===== src/rtl/writeback_stage.sv =====
// writeback_stage: MEM/WB pipeline register and the register-file write port.
// Selects the ALU result or the load data, extracts the addressed byte for lb,
// blocks writes to $zero, and counts the instructions that leave WB.
module writeback_stage #(
    parameter int unsigned RETIRE_W = 32
) (
    input  logic                clk,
    input  logic                rst,
    input  logic                Stall_WB,
    input  logic                Flush_WB,
    input  logic                Valid_MEM,
    input  logic                RegWrite_MEM,
    input  logic                MemToReg_MEM,
    input  logic                Load_Byte_MEM,
    input  logic [4:0]          RegWr_MEM,
    input  logic [31:0]         ALU_result_MEM,
    input  logic [31:0]         Mem_data_MEM,
    input  logic [1:0]          Addr_low_MEM,
    output logic [4:0]          RegWr_ID,
    output logic [31:0]         Write_data,
    output logic                RegWrite,
    output logic                Load_Byte_control,
    output logic [RETIRE_W-1:0] Retired_count,
    output logic                Err_zero_write
);

    localparam int unsigned REG_W  = 5;
    localparam int unsigned DATA_W = 32;
    localparam int unsigned BYTE_W = 8;

    logic              wb_v;
    logic              wb_rw;
    logic              wb_m2r;
    logic              wb_lb;
    logic [REG_W-1:0]  wb_rd;
    logic [DATA_W-1:0] wb_alu;
    logic [DATA_W-1:0] wb_mem;
    logic [1:0]        wb_off;

    logic              act;
    logic              zero_hit;
    logic              retire;
    logic [BYTE_W-1:0] sel_byte;

    // MEM/WB register: reset > flush > stall > load
    always_ff @(posedge clk) begin
        if (rst || Flush_WB) begin
            wb_v   <= 1'b0;
            wb_rw  <= 1'b0;
            wb_m2r <= 1'b0;
            wb_lb  <= 1'b0;
            wb_rd  <= '0;
            wb_alu <= '0;
            wb_mem <= '0;
            wb_off <= '0;
        end else if (!Stall_WB) begin
            wb_v   <= Valid_MEM;
            wb_rw  <= RegWrite_MEM;
            wb_m2r <= MemToReg_MEM;
            wb_lb  <= Load_Byte_MEM;
            wb_rd  <= RegWr_MEM;
            wb_alu <= ALU_result_MEM;
            wb_mem <= Mem_data_MEM;
            wb_off <= Addr_low_MEM;
        end
    end

    // Little-endian byte select for lb
    always_comb begin
        sel_byte = wb_mem[7:0];
        case (wb_off)
            2'd0:    sel_byte = wb_mem[7:0];
            2'd1:    sel_byte = wb_mem[15:8];
            2'd2:    sel_byte = wb_mem[23:16];
            default: sel_byte = wb_mem[31:24];
        endcase
    end

    // Write-port decode, driven only from WB register state
    always_comb begin
        zero_hit          = wb_v & wb_rw & (wb_rd == '0);
        act               = wb_v & wb_rw & (wb_rd != '0);
        retire            = wb_v & (~Stall_WB | Flush_WB);
        RegWrite          = act;
        RegWr_ID          = act ? wb_rd : '0;
        Load_Byte_control = act & wb_m2r & wb_lb;
        Write_data        = '0;
        if (act) begin
            if (!wb_m2r) begin
                Write_data = wb_alu;
            end else if (!wb_lb) begin
                Write_data = wb_mem;
            end else begin
                Write_data = {(DATA_W - BYTE_W)'(0), sel_byte};
            end
        end
    end

    // Sticky $zero-write error flag, cleared only by reset
    always_ff @(posedge clk) begin
        if (rst) begin
            Err_zero_write <= 1'b0;
        end else if (zero_hit) begin
            Err_zero_write <= 1'b1;
        end
    end

    // Retired-instruction counter, wraps naturally
    always_ff @(posedge clk) begin
        if (rst) begin
            Retired_count <= '0;
        end else if (retire) begin
            Retired_count <= Retired_count + RETIRE_W'(1);
        end
    end

endmodule


===== config.mk =====
export PLATFORM = sky130hd
export DESIGN_NAME = writeback_stage
export DESIGN_NICKNAME = d
export VERILOG_FILES = /design/src/rtl/writeback_stage.sv
export SDC_FILE = /design/constraint.sdc
export NUM_CORES = 1
export LEC_CHECK = 0
export ABC_AREA = 1
export BUFFER_PORTS_ARGS = -buffer_cell sky130_fd_sc_hd__clkbuf_2
export CAP_MARGIN = 20
export CORE_ASPECT_RATIO = 0.7
export CORE_UTILIZATION = 56
export DETAILED_ROUTE_END_ITERATION = 10
export GPL_ROUTABILITY_DRIVEN = 1
export PLACE_DENSITY = 0.95
export REMOVE_ABC_BUFFERS = 1
export SYNTH_ARGS = -nofsm -noshare
export SYNTH_HDL_FRONTEND = slang
export SYNTH_SLANG_ARGS = --single-unit

===== constraint.sdc =====
create_clock -name clk -period 4.24 [get_ports clk]
set_input_delay 0.636 -clock clk [delete_from_list [all_inputs] [get_ports clk]]
set_output_delay 0.636 -clock clk [all_outputs]
set_load 0.01 [all_outputs]

==> Word-level counts from Yosys, hierarchy flattened <==
Cells that the tools add are included.
{ "totals": {"ff_bits": 108, "in_bits": 79, "out_inout_bits": 72, "wordCells": 30} }
{ "op_classes": {"add_sub_neg": 1, "eq_ne": 2, "mux": 5, "n_bitwise": 8, "reduce_logical": 4} }
{ "ops": {"columns": ["operator", "n"], "rows": [
  ["32-bit 2-to-1 mux", 3],
  ["32-bit by 1-bit adder with 32-bit output, second input constant", 1],
  ["8-bit case mux with 3 select lines", 1],
  ["1-bit bitwise AND", 6],
  ["5-bit zero test", 1],
  ["5-bit 2-to-1 mux", 1],
  ["5-bit nonzero test", 1],
  ["2-bit by 1-bit == test with 1-bit output, second input constant", 1],
  ["2-bit == test, second input constant", 1],
  ["2-bit zero test", 1],
  ["1-bit logical OR", 1],
  ["1-bit NOT", 1],
  ["1-bit OR", 1]
]} }

==> Logic depth before layout (Yosys ltp) <==
Gate-level depths: netlist of run 1.
{ "depth": {"depth_word": 5, "depth_mapped": 10, "ltp_nobuf": 10} }

==> Worst setup path after synthesis of run 1 <==
No wires, ideal clock.
{ "synth_timing": {"path_type": "register to output", "from": "register wb_off[0]", "to": "output Write_data[7]", "arrival_time_ns": 1.244, "t_required_ns": 3.604, "setup_slack_ns": 2.360, "path_stages_with_launch": 7, "path_buffers": 1, "path_cell_list": "dfxtp_1 > buf_6 > nor2_1 > nand2_1 > nand3_1 > o21ai_1 > a211oi_1"} }
{ "synth_via": {"elab_chain_len": 5, "elab_cells_between_ends": 7, "classes_between": "eq/ne: 2; mux: 4; reduce/logical: 1"} }
{ "synth_lines": {"columns": ["element", "line_no", "source"], "rows": [
  ["from (decl)", "38", "logic [1:0] wb_off;"],
  ["from (signal assigned)", "64", "wb_off <= Addr_low_MEM;"],
  ["2-bit == test, or another cell as far along", "71", "case (wb_off)"],
  ["8-bit case mux with 3 select lines (*)", "71", null],
  ["32-bit 2-to-1 mux (*)", "91", "end else if (!wb_lb) begin"],
  ["32-bit 2-to-1 mux (*)", "89", "if (!wb_m2r) begin"],
  ["32-bit 2-to-1 mux (*)", "88", "if (act) begin"],
  ["to (decl)", "20", "output logic [31:0] Write_data,"]
]} }
Every way passes the cells marked *; elsewhere a longest branch is shown, timed or not.

==> Final worst setup path of run 1 <==
{ "layout_timing": {"from": "register wb_m2r", "to": "output Write_data[2]"} }
{ "layout_via": {"elab_chain_len": 2} }
{ "layout_lines": {"columns": ["element", "line_no", "source"], "rows": [
  ["from (decl)", "33", "logic wb_m2r;"],
  ["from (signal assigned)", "59", "wb_m2r <= MemToReg_MEM;"],
  ["32-bit 2-to-1 mux", "89", null],
  ["32-bit 2-to-1 mux", "88", null]
]} }
Every way passes these cells.

==> out/qor.yml, run 1 <==
logic_synthesis:
  synth_top_area_cell: "dfxtp_1"
  synth_ff_type: "dfxtp_1"
  synthTopCellsByArea: "dfxtp_1, nand2_1, a21oi_1"
  netlist_area_mm2: 0.00523
  syn_area_per_cell_um2: 6.70
  synth_top_area_frac: 0.413
  yosysSeqAreaShare: 0.413
  yosys_warnings: 0
  async_flop_share: 0
  synth_edf_count: 0
  synthCells: 781
  synth.distinct_cells: 32
  ys_ff_latch: 108
place:
  dp_hpwl_um: 10000
  io_buffers: 150
  gp_congestion: 0.991
  place_area_mm2: 0.00599
  dp.cells: 1021
  place_ws_ps: 1590
clock_network:
  cts_resized: 0
  cts_setup_buffers: 0
  clk_path_buf_depth: 2
  cts.reportedPaths.clkPinSlew_ps: 80
  cts_tree: "yes"
  cts_made_buffers: 9
  cts-root-buf: "clkbuf_16"
  h-tree-depth: 3
  hold_buffers: 0
  cts_sinks: 108
  clk_latency_ps: 340
sta:
  rsz0062_at_grt: "no"
  fin_crit_sh: 0.748
  period_minus_slack_ps: 3170
  hold_violations: 0
  fin_tns_setup_ps: 0
  fin_ws_ps: 1070
  setup_viol: 0
  max_slew_margin: 0.311
  tightestPinTransition_ps: 1030
  fmax_ghz: 0.315
  fin_worst_skew_ps: 5.60
  drv_slew: 0
global_routing:
  busiest_layer: "met2"
  track_usage: 0.288
  use_met2: 0.428
  antenna_found_initial: 0
  grt_remaining_overflow: 0
  grt_pass1_wl_um: 22900
  gr-usage-met1: 0.406
  met3_usage: 0.0680
  grt_pass1_vias: 4858
  grt_start_max_net_pins: 86
drt:
  wl_per_cell_um: 13.6
  wl_um: 14100
  num_vias: 5590
  via_per_inst: 5.39
  drtIter0Drc: 741
  drt_first_pass_iters: 5
  detail-route-antenna-nets: 0
  drc: 0
floorplanning:
  io_pins: 151
  num_rows: 29
  die_w_um: 118
  core_area_mm2: 0.00907
  dieArea_mm2: 0.00974
  die_h_um: 82.9
  initial_utilization: 0.577
power:
  leakagePower_nw: 2.64
  power_density_mw_per_mm2: 323
  vdd_ir_drop_max_v: 0.000241
  power_mw: 2.03
finish:
  fin_nets: 988
  mostFrequentLayoutCells: "nand2_1, clkbuf_2, dfxtp_1"
  num_antenna_cells: 0
  fin_area_mm2: 0.00628
  syn_to_final_growth_pct: 20.1
  finalNonFillerCells: 1037
  drive_gt1_frac: 0.221
  final_common_cell: "nand2_1"
hold_path:
  hold_class: "reg2reg"
  hold_path_end: "wb_alu[9]"
  worstHoldPathCells: 2
  hp-start: "wb_alu[9]"
critical_path:
  startpoint_type: "flop"
  reg2reg_from: "Retired_count[0]"
  crit_path_end_kind: "output port"
  r2r_slack_ps: 2580
  worstSetupStartpoint: "wb_m2r"
  r2r_cells: 10
  cp_max_fo: 26
  required_ps: 3600
  r2r_end: "Retired_count[26]"
  crit_type: "reg2out"
  arrival_ps: 2540
job:
  cap_violations: 0
status:
  outcome: "complete, no violations"
-- kinds of logic after synthesis --
logic type | synth area share
adder cells (fa/ha/maj) | 0.00239
AND/OR/NAND/NOR | 0.339
flip-flops | 0.413
AO/OA/AOI/OAI | 0.163
XOR/XNOR | 0.00167
buffers and inverters | 0.0804
-- layer usage --
layer / routed length [um] / part of all wire
met4: 348 / 0.025
met1: 6390 / 0.45
met2: 5990 / 0.42
met3: 1380 / 0.098
met5: 0 / 0
-- cell type report --
| class | instances | area [um^2] |
|---|---|---|
| multi-input cells | 571 | 2650 |
| clock inverters | 7 | 67.6 |
| flip-flops and latches | 108 | 2160 |
| clock buffers | 9 | 225 |
| fillers | 782 | 2790 |
| repair buffers | 154 | 781 |
| well taps | 124 | 155 |
| inverters | 64 | 240 |
-- state kept, by name, summed over array words and instances, names as in the netlist --
register and cells:
Retired_count 32, wb_alu 32, wb_mem 32, wb_rd 5, wb_off 2, Err_zero_write 1, wb_lb 1, wb_m2r 1
wb_rw 1, wb_v 1
-- cell usage after synthesis, types with 4 or more instances --
| cell | n |
|---|---|
| nand2_1 | 258 |
| dfxtp_1 | 108 |
| a21oi_1 | 106 |
| nor2_1 | 81 |
| inv_1 | 58 |
| nand3_1 | 29 |
| o21ai_0 | 24 |
| clkbuf_1 | 18 |
| a211oi_1 | 16 |
| buf_2 | 15 |
| nand4_1 | 10 |
| nor2_2 | 7 |
| nor2_4 | 7 |
| inv_2 | 6 |
| a31oi_1 | 5 |
| nand3_2 | 4 |
| nor3_1 | 4 |
| o22ai_1 | 4 |
-- critical path, cell delays in order, from the launching register on --
cell	delay (ps)
dfxtp_1	680
inv_2	370
nor2_2	160
buf_4	290
inv_1	230
o22ai_1	210
a211oi_1	90
clkbuf_2	140
-- how the worst max path moves through the flow --
stage                         end  slack, ps  depth (start not counted)
floorplan                  wb_m2r       1830                          3
global placement    Write_data[5]       1650                          7
detailed placement  Write_data[5]       1590                          7
CTS                 Write_data[2]       1160                          7
global route        Write_data[4]        990                          7
finish              Write_data[2]       1070                          7
-- report_power, final --
part           internal [mW]  leakage, nW  switching, mW  total, mW
Combinational         0.0580         1.62         0.0952      0.153
Sequential              1.04        0.877         0.0200       1.06
Clock                  0.415        0.142          0.406      0.821
Total                   1.51         2.64          0.521       2.03
-- stage by stage --
stage          hold slack, ps   util
2_1_floorplan             436      -
3_3_place_gp              451  0.660
3_5_place_dp              451  0.660
4_1_cts                   462  0.692
5_1_grt                   484  0.692
6_report                  464  0.692
No activity file was read; power rests on OpenSTA's default activity.
==> run 2: changes to the inputs <==
- CORE_UTILIZATION: 56 -> 52
- PLACE_DENSITY: 0.95 -> 0.9
- clock period: 4.24 -> 3.1 ns (I/O delays scaled with it)
==> run 2 against run 1 <==
Compared with the run above:
- die area is 7.5% higher
- hold slack worse by 120 ps
- via count is 1.6% lower
- combinational power up 39%
- clock skew shrank 0.68 ps
- routed wire length is 1.0% higher
- cell count up 0.68%
- setup slack lost 710 ps
- total power up 40%
==> out/qor.yml, run 2 (synthesis results as in run 1) <==
status:
  outcome: "complete, no violations"
critical_path:
  worstSetupStartpoint: "wb_m2r"
  reg2reg_from: "Retired_count[0]"
  r2r_cells: 10
  required_ps: 2630
  r2r_end: "Retired_count[26]"
  crit_path_end_kind: "output port"
  crit_type: "reg2out"
  startpoint_type: "flop"
  cp_max_fo: 26
  arrival_ps: 2280
  critPathCapture: "Write_data[31]"
  r2r_slack_ps: 1440
finish:
  fin_nets: 991
  multi_input_area_mm2: 0.00265
  syn_to_final_growth_pct: 21.3
  mostFrequentLayoutCells: "nand2_1, clkbuf_2, dfxtp_1"
  largestRegisters: "Retired_count x32, wb_alu x32, wb_mem x32"
  drive_gt1_frac: 0.224
  num_antenna_cells: 0
  final_common_cell: "nand2_1"
  seq_area_mm2: 0.00216
  fillers: 878
drt:
  via_per_inst: 5.27
  wl_um: 14300
  detail-route-antenna-nets: 0
  num_vias: 5498
  drtIter0Drc: 577
  wl_per_cell_um: 13.7
  drc: 0
  drt_first_pass_iters: 5
job:
  cap_violations: 0
sta:
  rsz0062_at_grt: "no"
  drv_slew: 0
  period_minus_slack_ps: 2750
  max_slew_margin: 0.384
  fmax_ghz: 0.364
  fin_tns_setup_ps: 0
  setup_viol: 0
  hold_violations: 0
  tightestPinTransition_ps: 922
  fin_crit_sh: 0.886
  fin_worst_skew_ps: 4.92
place:
  io_buffers: 150
  dp_hpwl_um: 10300
  gp_congestion: 0.961
global_routing:
  grt_start_max_net_pins: 65
  grt_pass1_wl_um: 22700
  antenna_found_initial: 0
  track_usage: 0.273
  grt_pass1_vias: 4690
  grt_remaining_overflow: 0
clock_network:
  cts_tree: "yes"
  cts_resized: 0
  cts-root-buf: "clkbuf_16"
  clk_path_buf_depth: 2
  cts_sinks: 108
  h-tree-depth: 3
  cts_setup_buffers: 0
  cts.reportedPaths.clkPinSlew_ps: 80
  cts_made_buffers: 9
  hold_buffers: 0
  clk_latency_ps: 330
floorplanning:
  dieArea_mm2: 0.0105
  io_pins: 151
  core_area_mm2: 0.00972
  die_h_um: 85.9
  num_rows: 30
  initial_utilization: 0.538
  die_w_um: 122
power:
  power_density_mw_per_mm2: 448
  leakagePower_nw: 2.67
  vdd_ir_drop_max_v: 0.000394
  power_mw: 2.84
hold_path:
  hold_class: "in2reg"
==> run 2: routing by layer <==
layer / track usage / routed length [um]
met1: 0.390 / 6550
met2: 0.419 / 6330
met3: 0.0652 / 1240
met4: 0.0505 / 121
met5: 0 / 0
==> run 2: area by class of cell <==
type / instances / area share
Inverter: 64 / 0.0379
Clock inverter: 7 / 0.0142
Multi-Input combinational cell: 571 / 0.418
Tap cell: 128 / 0.0252
Clock buffer: 9 / 0.0355
Sequential cell: 108 / 0.341
Timing Repair Buffer: 157 / 0.129
==> run 2: where the power goes <==
group	internal (mW)	leakage, nW	total [mW]	switching [mW]
Combinational	0.0818	1.64	0.213	0.131
Clock	0.647	0.154	1.18	0.534
Sequential	1.42	0.877	1.45	0.0278
Total	2.15	2.67	2.84	0.693
==> run 2: critical path, stage by stage (launching register included) <==
cell and delay [ps]:
dfxtp_1 640, inv_2 370, nor2_2 190, buf_4 300, nand2_1 90, a21oi_1 170, clkbuf_2 170
==> run 2: how the worst min path moves through the flow <==
stage                     startpoint         end  slack [ps]  depth (start not counted)
floorplan                  wb_alu[9]   wb_alu[9]         440                          2
global placement           wb_alu[9]   wb_alu[9]         450                          2
detailed placement        wb_alu[27]  wb_alu[27]         460                          2
CTS                 Mem_data_MEM[31]  wb_mem[31]         330                          3
global route        Mem_data_MEM[29]  wb_mem[29]         340                          3
finish              Mem_data_MEM[31]  wb_mem[31]         350                          3
==> run 2: through the flow <==
step	setup slack, ps	instances	cell area (um^2)	hold slack, ps	utilization
after global routing	197	1044	6340	344	0.653
after floorplan	863	743	5050	436	-
final	354	1044	6340	348	0.653
after CTS	391	1044	6340	335	0.653
after global placement	868	1028	6030	448	0.620
after detailed placement	776	1028	6030	456	0.620
==> run 3: changes to the inputs <==
- clock period: 3.1 -> 2.6 ns (I/O delays scaled with it)
==> run 3 against run 2 <==
Compared with the run above:
- hold slack lost 91 ps
- via count grew 1.9%
- die area is the same
- sequential power grew 19%
- cell count grew 0.38%
- clock power grew 22%
- setup slack lost 190 ps
- routed wire length grew 3.6%
- design area grew 0.59%
- critical path depth grew 1
- clock skew grew 7.5 ps
- non-clock buffer count grew 4
- critical path type unchanged
- largest power group unchanged
- highest routed layer unchanged
==> out/qor.yml, run 3 (synthesis results as in run 1) <==
place:
  gp_congestion: 0.935
  dp.cells: 1032
  io_buffers: 150
  dp_hpwl_um: 10500
  place_ws_ps: 538
sta:
  fin_worst_skew_ps: 12.4
  hold_violations: 0
  tightestPinTransition_ps: 1050
  drv_slew: 0
  fin_ws_ps: 164
  setup_viol: 0
  rsz0062_at_grt: "no"
  period_minus_slack_ps: 2440
  max_slew_margin: 0.301
  fin_crit_sh: 0.937
  whs_ps: 257
  fin_tns_setup_ps: 0
  fmax_ghz: 0.411
finish:
  syn_to_final_growth_pct: 22.0
  final_common_cell: "nand2_1"
  seq_area_mm2: 0.00216
  fillers: 863
  fin_nets: 995
  final_util: 0.656
  num_antenna_cells: 0
  multi_input_area_mm2: 0.00266
  largestRegisters: "Retired_count x32, wb_alu x32, wb_mem x32"
  finalNonFillerCells: 1048
  mostFrequentLayoutCells: "nand2_1, clkbuf_2, dfxtp_1"
  drive_gt1_frac: 0.228
floorplanning:
  core_area_mm2: 0.00972
  dieArea_mm2: 0.0105
  io_pins: 151
  initial_utilization: 0.538
  num_rows: 30
  die_w_um: 122
  die_h_um: 85.9
power:
  pwr-share-seq: 0.503
  p_int_mw: 2.56
  power_density_mw_per_mm2: 537
  swShare: 0.251
  clkPwrFrac: 0.420
  vdd_ir_drop_max_v: 0.000365
  leakagePower_nw: 2.69
  comb_power_share: 0.076
  p_switching_mw: 0.860
critical_path:
  r2r_end: "Retired_count[26]"
  critPathCapture: "Write_data[1]"
  r2r_slack_ps: 950
  reg2reg_from: "Retired_count[0]"
  crit_type: "reg2out"
  arrival_ps: 2050
  required_ps: 2210
  crit_path_end_kind: "output port"
  startpoint_type: "flop"
  cp_max_fo: 8
  r2r_cells: 10
  worstSetupStartpoint: "wb_off[0]"
drt:
  drtIter0Drc: 518
  via_per_inst: 5.35
  wl_per_cell_um: 14.1
  num_vias: 5605
  detail-route-antenna-nets: 0
  drc: 0
  wl_um: 14800
  drt_first_pass_iters: 5
global_routing:
  grt_start_max_net_pins: 86
  grt_pass1_vias: 4785
  grt_pass1_wl_um: 23600
  grt_remaining_overflow: 0
  antenna_found_initial: 0
  track_usage: 0.285
clock_network:
  clk_latency_ps: 350
  clk_path_buf_depth: 2
  hold_buffers: 0
  cts_sinks: 108
  cts_resized: 0
  h-tree-depth: 3
  cts.reportedPaths.clkPinSlew_ps: 80
  cts-root-buf: "clkbuf_16"
  cts_setup_buffers: 0
  cts_tree: "yes"
  cts_made_buffers: 9
status:
  outcome: "complete, no violations"
job:
  cap_violations: 0
hold_path:
  hold_class: "in2reg"
[run 3: cell types whose count changed in the layout (fill, tap and decap cells not counted), sizes merged]
cell	previous run	this run
buf	8	12
[run 3: final cells by class]
cell class                      instances  area share
Tap cell                              128      0.0251
Timing Repair Buffer                  161       0.133
Sequential cell                       108       0.339
Inverter                               64      0.0376
Multi-Input combinational cell        571       0.416
Clock buffer                            9      0.0353
Clock inverter                          7      0.0141
[run 3: worst min path at each step]
stage	endpoint	depth (start not counted)	slack [ps]	startpoint
after floorplan	wb_alu[9]	2	440	wb_alu[9]
after global placement	wb_alu[9]	2	450	wb_alu[9]
after detailed placement	wb_alu[9]	2	450	wb_alu[9]
after CTS	wb_alu[27]	3	250	ALU_result_MEM[27]
after global routing	wb_alu[22]	3	260	ALU_result_MEM[22]
final	wb_alu[27]	3	260	ALU_result_MEM[27]
[run 3: per-layer routing]
layer  routed length, um  vias up  GRT usage
met5                   0        -          0
met4                 123        0     0.0629
met3                1210       13     0.0499
met2                6380      263      0.425
met1                7050     2543      0.425
li1                    -     2786          -
[run 3: power by group through the flow]
stage | Clock, mW | Sequential, mW | Combinational [mW]
after floorplan | 0 | 1.75 | 0.123
after global placement | 0 | 1.76 | 0.253
after detailed placement | 0 | 1.76 | 0.256
after CTS | 1.45 | 1.72 | 0.258
after global routing | 1.52 | 1.73 | 0.290
final | 1.44 | 1.72 | 0.261
[run 3: worst max-delay path, stage by stage, from the launching register on]
cell and delay, ps:
dfxtp_1 480, inv_1 210, nor2_4 220, nand2_1 80
o21ai_0 90, a21oi_1 70, a211oi_1 350, clkbuf_2 210
[run 3: stage by stage]
stage | total power, mW | area [um^2]
after global routing | 3.54 | 6380
final | 3.42 | 6380
after detailed placement | 2.02 | 6060
after floorplan | 1.88 | 5050
after global placement | 2.01 | 6060
after CTS | 3.43 | 6370
